`src/rtl/jk_pkg.sv`:
```
// jk_pkg: shared mode encodings for the JK multimode register.
//   MODE_JK  per-bit JK set/clear/toggle
//   MODE_UP  synchronous up counter
//   MODE_DN  synchronous down counter
//   MODE_SH  shift left with serial input into bit 0
package jk_pkg;
    localparam logic [1:0] MODE_JK = 2'b00;
    localparam logic [1:0] MODE_UP = 2'b01;
    localparam logic [1:0] MODE_DN = 2'b10;
    localparam logic [1:0] MODE_SH = 2'b11;
endpackage

```
`src/rtl/jk_cell.sv`:
```
// jk_cell: single JK flip-flop bit with synchronous active-low reset.
//   clk      rising-edge clock
//   reset    synchronous active-low reset, loads rst_val
//   en       clock enable; 0 holds q
//   j, k     JK inputs: 00 hold, 01 clear, 10 set, 11 toggle
//   rst_val  value loaded on reset
//   q        stored bit
module jk_cell (
    input  logic clk,
    input  logic reset,
    input  logic en,
    input  logic j,
    input  logic k,
    input  logic rst_val,
    output logic q
);
    // Characteristic equation: set when j and q is low, keep when k is low and q is high.
    always_ff @(posedge clk)
        if (!reset)
            q <= rst_val;
        else if (en)
            q <= (j & ~q) | (~k & q);
endmodule

```
`src/rtl/jk_multimode_register.sv`:
```
// jk_multimode_register: WIDTH-bit JK register with JK, count-up, count-down and shift modes.
//   clk      rising-edge clock
//   reset    synchronous active-low reset, loads RST_VAL
//   en       clock enable; 0 holds all state
//   mode     00 JK, 01 count up, 10 count down, 11 shift
//   J, K     per-bit JK inputs (JK mode only)
//   ser_in   serial input to bit 0 (shift mode only)
//   Q, Qn    register state and its complement
//   tc       terminal count: all ones while counting up, zero while counting down
//   ser_out  Q[WIDTH-1]
module jk_multimode_register
    import jk_pkg::*;
#(
    parameter int               WIDTH   = 8,
    parameter logic [WIDTH-1:0] RST_VAL = '0
) (
    input  logic             clk,
    input  logic             reset,
    input  logic             en,
    input  logic [1:0]       mode,
    input  logic [WIDTH-1:0] J,
    input  logic [WIDTH-1:0] K,
    input  logic             ser_in,
    output logic [WIDTH-1:0] Q,
    output logic [WIDTH-1:0] Qn,
    output logic             tc,
    output logic             ser_out
);
    logic [WIDTH-1:0] up_c, dn_c, src, j_s, k_s;
    // Ripple carry chains: a bit toggles when all lower bits are ones (up) or zeros (down).
    always_comb begin
        up_c[0] = 1'b1;
        dn_c[0] = 1'b1;
        for (int b = 1; b < WIDTH; b++) begin
            up_c[b] = up_c[b-1] & Q[b-1];
            dn_c[b] = dn_c[b-1] & ~Q[b-1];
        end
    end
    assign src = {Q[WIDTH-2:0], ser_in};
    // Shift uses j=src, k=~src so each cell loads its source bit directly.
    assign j_s = mode == MODE_JK ? J : mode == MODE_UP ? up_c : mode == MODE_DN ? dn_c : src;
    assign k_s = mode == MODE_JK ? K : mode == MODE_UP ? up_c : mode == MODE_DN ? dn_c : ~src;
    for (genvar i = 0; i < WIDTH; i++) begin : g_cell
        jk_cell u_cell (
            .clk    (clk),
            .reset  (reset),
            .en     (en),
            .j      (j_s[i]),
            .k      (k_s[i]),
            .rst_val(RST_VAL[i]),
            .q      (Q[i])
        );
    end
    assign Qn      = ~Q;
    assign tc      = (mode == MODE_UP && &Q) || (mode == MODE_DN && ~|Q);
    assign ser_out = Q[WIDTH-1];
endmodule
```
`config.mk`:
```
export PLATFORM = sky130hd
export DESIGN_NAME = jk_multimode_register
export DESIGN_NICKNAME = d
export VERILOG_FILES = /design/src/rtl/jk_pkg.sv /design/src/rtl/jk_cell.sv /design/src/rtl/jk_multimode_register.sv
export SDC_FILE = /design/constraint.sdc
export NUM_CORES = 1
export LEC_CHECK = 0
export CORE_MARGIN = 2
export CORE_UTILIZATION = 35
export DETAILED_ROUTE_END_ITERATION = 10
export GPL_TIMING_DRIVEN = 0
export PLACE_DENSITY = 0.68
export SYNTH_ARGS = -nofsm -noshare
export SYNTH_HDL_FRONTEND = slang
export SYNTH_SLANG_ARGS = --single-unit
```
`constraint.sdc`:
```
create_clock -name clk -period 4.15 [get_ports clk]
set_input_delay 0.415 -clock clk [delete_from_list [all_inputs] [get_ports clk]]
set_output_delay 0.415 -clock clk [all_outputs]
set_load 0.02 [all_outputs]
```
==> results of run 1 <==
==> power by group <==
group | internal (W) | total [W] | leakage [nW] | switching [W]
sequential | 0.0000833 | 0.0000897 | 0.0657 | 0.00000638
clock | 0.0000335 | 0.0000661 | 0.0138 | 0.0000326
combinational | 0.0000824 | 0.000163 | 0.439 | 0.0000808
==> per-layer routing <==
layer / wire length, um / share of wire / up-vias
li1: - / - / 549
met1: 1280 / 0.45 / 512
met2: 1320 / 0.46 / 43
met3: 217 / 0.076 / 6
met4: 46 / 0.016 / 0
met5: 0 / 0 / -
==> final timing paths <==
check	start	to	slack [ns]	cells after the start
max	mode[0]	tc	1.40	6
min	reset	g_cell[1].u_cell.q$_SDFFE_PN0P_	0.58	2
max reg2reg	g_cell[3].u_cell.q$_SDFFE_PN0P_	g_cell[6].u_cell.q$_SDFFE_PN0P_	2.62	5
min reg2reg	g_cell[3].u_cell.q$_SDFFE_PN0P_	g_cell[3].u_cell.q$_SDFFE_PN0P_	0.63	3
==> layout by cell type, fill, tap and decap left out, types with 3 or more instances in the layout <==
master,Yosys,layout
a211o_1,3,3
clkbuf_4,0,3
nand2_1,9,9
o221ai_1,4,4
buf_4,11,11
nor3b_1,3,3
a221oi_1,3,3
inv_1,10,10
nand3_1,5,5
nor3_1,3,3
dfxtp_1,8,8
buf_2,6,6
nor2_1,6,6
nor2b_1,3,3
o21a_1,3,3
clkdlybuf4s50_1,0,37
o21ai_0,6,6
a21oi_1,6,6
==> metrics by stage <==
stage	area [sq um]	power (W)	std cells	hold WS, ns	utilization
6_report	1370	0.000319	197	0.582	0.548
5_1_grt	1370	0.000337	197	0.607	0.548
4_1_cts	1370	0.000319	197	0.581	0.548
3_5_place_dp	1350	0.000254	194	0.624	0.539
3_3_place_gp	1350	0.000252	194	0.626	0.539
2_1_floorplan	938	0.000190	127	0.594	-
==> synth_stat cells (all sizes together) (2+ instances only) <==
cell / count / share of area
and4: 2 / 0.019
o21ai: 8 / 0.043
o221ai: 4 / 0.037
or3: 2 / 0.013
nand3: 5 / 0.027
a311oi: 2 / 0.019
inv: 11 / 0.044
nand2: 9 / 0.036
clkbuf: 2 / 0.0080
nor2: 6 / 0.024
nor3: 3 / 0.016
buf: 19 / 0.14
a31oi: 2 / 0.013
a211oi: 2 / 0.016
o21a: 3 / 0.024
a221oi: 4 / 0.044
dfxtp: 8 / 0.17
a211o: 3 / 0.028
nor3b: 3 / 0.024
nor2b: 3 / 0.020
a21oi: 6 / 0.032
==> cell families (layout without fill, tap and decap cells) <==
| logic type | after synthesis | in the layout |
|---|---|---|
| AND/OR/NAND/NOR | 39 | 39 |
| XOR/XNOR | 1 | 1 |
| AO/OA/AOI/OAI | 46 | 46 |
| flip-flops | 8 | 8 |
| multiplexers | 1 | 1 |
| buffers and inverters | 32 | 72 |
==> layout make-up <==
class | count | area [sq um]
plain buffers | 21 | 143
clock buffers | 3 | 22.5
fillers | 260 | 1130
inverters | 11 | 41.3
multi-input cells | 87 | 594
flip-flops and latches | 8 | 160
well taps | 30 | 37.5
repair buffers | 37 | 370
==> results_dict.tcl, run 1 <==
set metrics [dict create \
    synth_seq_area_share 0.171 \
    largest-register "g_cell.u_cell.q" \
    drt_first_iter_violations 28 \
    syn_area_per_cell_sq_um 7.39 \
    grt_start_max_net_pins 11 \
    grtUsageMet1 0.241 \
    timing.slew.headroom 0.692 \
    nets 191 \
    synth_compound_area_frac 0.367 \
    die_h_um 55.8 \
    cts_tree "built" \
    cts_hold_buf 0 \
    diodes 0 \
    crit_path_max_fanout 10 \
    grt_overflow 0 \
    cts-resized-gates 0 \
    grtUsageMet2 0.287 \
    grt_use_total 0.184 \
    reg_top3 "g_cell.u_cell.q: 8 flops" \
    firstDrtPassIters 4 \
    gr-usage-met3 0.0349 \
    grt_pass1_wl_mm 4.57 \
    post-cts-setup-buffer-count 0 \
    viasPerCell 5.63 \
    finalSetupViolations 0 \
    rsz0062_at_grt "false" \
    hp-class "in2reg" \
    maxSlewViolCount 0 \
    synth.mux.area_fraction 0.0107 \
    largest_reg_flops 8 \
    hold_viol 0 \
    synthArstFlopShare 0 \
    area_growth_pct 45.9 \
    pre_cts_slack_ns 1.40 \
    required_ns 3.73 \
    dieArea_sq_um 3110 \
    antenna_found_initial 0 \
    cpPeakStageDelay_ns 0.64 \
    netlist_area_sq_um 938 \
    synth-main-ff-cell "dfxtp_1" \
    min_period_ns 2.75 \
    tightest_slew_ns 0.461 \
    power.density_nw_per_um2 233 \
    crit_type "in2out" \
    yosys_register_bits 8 \
    grt_pass1_vias 1057 \
    ir_drop_uv 152 \
    drtAntennaViolNets 0 \
    fp.coreArea_sq_um 2500 \
    start_kind "input port" \
    dpl.hpwl_mm 2.15 \
    slowest_stage "clkdlybuf4s50_1" \
    synth-edff-count 0 \
    fin_ws_ns 1.40 \
    wire_per_inst_um 14.5 \
    cts_buffer_depth 2 \
    p_leak_nw 0.518 \
    syn_nets 149 \
    cts_sinks 8 \
    start_util 0.375 \
    fmax_mhz 364 \
    wl_mm 2.86 \
    cts-root-buf "clkbuf_4" \
    clk-insertion-delay-late_ns 0.27 \
    htreeDepth 1 \
    vias 1110 \
    end_kind "primary output" \
    post-route-period-util 0.663 \
    die_x_um 55.8 \
    path_delay_family "buffers and inverters" \
    num_rows 18 \
    crit_top_cell "clkdlybuf4s50_1" \
    synth_top_family_by_area "compound AO/OA/AOI/OAI gates" \
    cp.arrival_ns 2.33 \
    final.setup_skew_ns 0.00510 \
    drive_above_1_share 0.156 \
    ys_types 46 \
    gp_congestion 0.836 \
    synth_fa_ha_area_frac 0 \
    synthXorXnorAreaFrac 0.00933 \
    status "complete, no violations" \
    top_level_ports 40 \
    synthSimpleGateAreaFrac 0.247 \
    grt.busiest_layer "met2" \
    path_cells "clkdlybuf4s50_1, buf_4, and3_1, nand3_1, o31ai_1, clkdlybuf4s50_1" \
    max_cap_viol_count 0 \
    clk_pin_slew_ns 0.06 \
    yosys_warnings 0 \
    cts_inserted_buffers 3 \
    crit_buf_inv 3 \
    setup-tns-final_ns 0 \
    netlist_instances 127 \
    io_buffers 37 \
    drcViolationCount 0 \
]
(Power assumes the default switching activity.)
==> run 2, diff against run 1 <==
==> constraint.sdc (replaced) <==
create_clock -name clk -period 2.6 [get_ports clk]
set_input_delay 0.26 -clock clk [delete_from_list [all_inputs] [get_ports clk]]
set_output_delay 0.26 -clock clk [all_outputs]
set_load 0.02 [all_outputs]
==> results of run 2 <==
Same layout as run 1 (identical final DEF). Status: complete, no violations.
Main changes from that run: setup slack after placement 1.40 ns -> 0.158 ns; setup slack after layout 1.40 ns -> 0.0991 ns; hold slack 0.582 ns -> 0.427 ns; start point of the critical path mode[0] -> g_cell[3].u_cell.q$_SDFFE_PN0P_; register-to-register setup slack 2.62 ns -> 1.07 ns; total power 0.000319 W -> 0.000509 W; worst IR drop on VDD 152 uV -> 243 uV
==> run 3, diff against run 2 <==
--- a/config.mk
+++ b/config.mk
@@ -10,6 +10,7 @@
 export DETAILED_ROUTE_END_ITERATION = 10
 export GPL_TIMING_DRIVEN = 0
 export PLACE_DENSITY = 0.68
+export SETUP_SLACK_MARGIN = 0.3
 export SYNTH_ARGS = -nofsm -noshare
 export SYNTH_HDL_FRONTEND = slang
 export SYNTH_SLANG_ARGS = --single-unit
==> run 3 against run 2 <==
Sequential share of layout area unchanged; worst setup slack improved by 0.31 ns; total power fell by 0.12%; largest power group unchanged; critical path type unchanged; cell area unchanged; sequential power hardly changed; flip-flop and latch count did not move; final cell count unchanged; core utilization did not move; fmax up 14%; wire length stayed put.
==> results_dict.tcl, run 3 (synthesized netlist as in run 1, its figures left out) <==
set metrics [dict create \
    fin_ws_ns 0.404 \
    tightest_slew_ns 0.461 \
    cts_buffer_depth 2 \
    viasPerCell 5.63 \
    area_growth_pct 45.9 \
    hold_viol 0 \
    final_cells 197 \
    grt_use_total 0.184 \
    post-route-period-util 0.844 \
    diodes 0 \
    top_level_ports 40 \
    crit_type "reg2out" \
    pre_cts_slack_ns 0.158 \
    cpPeakStageDelay_ns 0.40 \
    crit_path_max_fanout 10 \
    final_core_util 0.548 \
    grt_start_max_net_pins 11 \
    grt_pass1_wl_mm 4.57 \
    cp.arrival_ns 1.94 \
    fp.coreArea_sq_um 2500 \
    io_buffers 37 \
    status "complete, no violations" \
    start_util 0.375 \
    cts-root-buf "clkbuf_4" \
    drtAntennaViolNets 0 \
    start_kind "flip-flop" \
    grt_overflow 0 \
    rsz0062_at_grt "false" \
    grt_pass1_vias 1057 \
    required_ns 2.34 \
    power.density_nw_per_um2 372 \
    antenna_found_initial 0 \
    wl_mm 2.86 \
    setup-tns-final_ns 0 \
    wire_per_inst_um 14.5 \
    finalSetupViolations 0 \
    num_rows 18 \
    ir_drop_uv 243 \
    max_cap_viol_count 0 \
    drive_above_1_share 0.156 \
    gp_congestion 0.836 \
    cts_sinks 8 \
    final_cell_mix "clkdlybuf4s50_1, buf_4, inv_1, nand2_1, dfxtp_1" \
    drt_first_iter_violations 28 \
    drcViolationCount 0 \
    path_cells "buf_6, nor4_4, nand2_1, nand4b_1, o31ai_1, clkdlybuf4s15_1" \
    final.setup_skew_ns 0.00510 \
    n_fill_cell 260 \
    timing.slew.headroom 0.692 \
    dieArea_sq_um 3110 \
    clk_pin_slew_ns 0.06 \
    end_kind "primary output" \
    maxSlewViolCount 0 \
    largest_reg_flops 8 \
    clk-insertion-delay-late_ns 0.27 \
    fmax_mhz 455 \
    hp-class "in2reg" \
    largest-register "g_cell.u_cell.q" \
    layout_commonest_cell "clkdlybuf4s50_1" \
    nets 191 \
    placed_cells 194 \
    p_leak_nw 0.519 \
    firstDrtPassIters 4 \
    cts_inserted_buffers 3 \
    slowest_stage "nor4_4" \
    worst_hold_slack_ns 0.427 \
    die_x_um 55.8 \
    htreeDepth 1 \
    cts_hold_buf 0 \
    post-cts-setup-buffer-count 0 \
    cts_tree "built" \
    reg_top3 "g_cell.u_cell.q: 8 flops" \
    die_h_um 55.8 \
    min_period_ns 2.20 \
    dpl.hpwl_mm 2.15 \
    vias 1110 \
]
[run 3: final timing paths]
path                                   start                         endpoint  slack (ns)  depth (start not counted)
min                                    reset  g_cell[1].u_cell.q$_SDFFE_PN0P_        0.43                          2
min reg2reg  g_cell[3].u_cell.q$_SDFFE_PN0P_  g_cell[3].u_cell.q$_SDFFE_PN0P_        0.63                          3
max          g_cell[3].u_cell.q$_SDFFE_PN0P_                               tc        0.40                          6
max reg2reg  g_cell[3].u_cell.q$_SDFFE_PN0P_  g_cell[6].u_cell.q$_SDFFE_PN0P_        1.07                          5
[run 3: critical path, delay by kind of cell (launching register included)]
| family | cells | cell delay [ns] |
|---|---|---|
| simple gates | 3 | 0.79 |
| buf+inv | 2 | 0.48 |
| flops | 1 | 0.32 |
| compound gates | 1 | 0.08 |
[run 3: stage by stage]
step           total power (W)  cell area, sq um
6_report              0.000509              1370
5_1_grt               0.000537              1370
4_1_cts               0.000509              1370
3_5_place_dp          0.000405              1350
3_3_place_gp          0.000402              1350
2_1_floorplan         0.000304               938
[run 3: routing by layer]
layer / vias up / global-route usage / part of all wire
met3: 6 / 0.0349 / 0.076
met5: - / 0 / 0
met1: 512 / 0.241 / 0.45
met2: 43 / 0.287 / 0.46
met4: 0 / 0.0906 / 0.016
li1: 549 / - / -
[run 3: repair_timing]
item                       4_1_cts  5_1_grt
setup endpoints to repair        1        1
gates cloned                     0        0
gates resized for setup          1        1
[run 3: power by group]
group / switching (W) / internal [W] / leakage [nW]
clock: 0.0000521 / 0.0000535 / 0.0138
sequential: 0.0000102 / 0.000133 / 0.0657
combinational: 0.000129 / 0.000131 / 0.440
[run 3: final cells by class]
| class | count | area [sq um] | share of cell area |
|---|---|---|---|
| clock buffer | 3 | 22.5 | 0.0165 |
| buffer | 21 | 143 | 0.104 |
| timing repair buffer | 37 | 370 | 0.271 |
| inverter | 11 | 41.3 | 0.0302 |
| multi-input combinational | 87 | 594 | 0.434 |
| tap | 30 | 37.5 | 0.0274 |
| sequential | 8 | 160 | 0.117 |
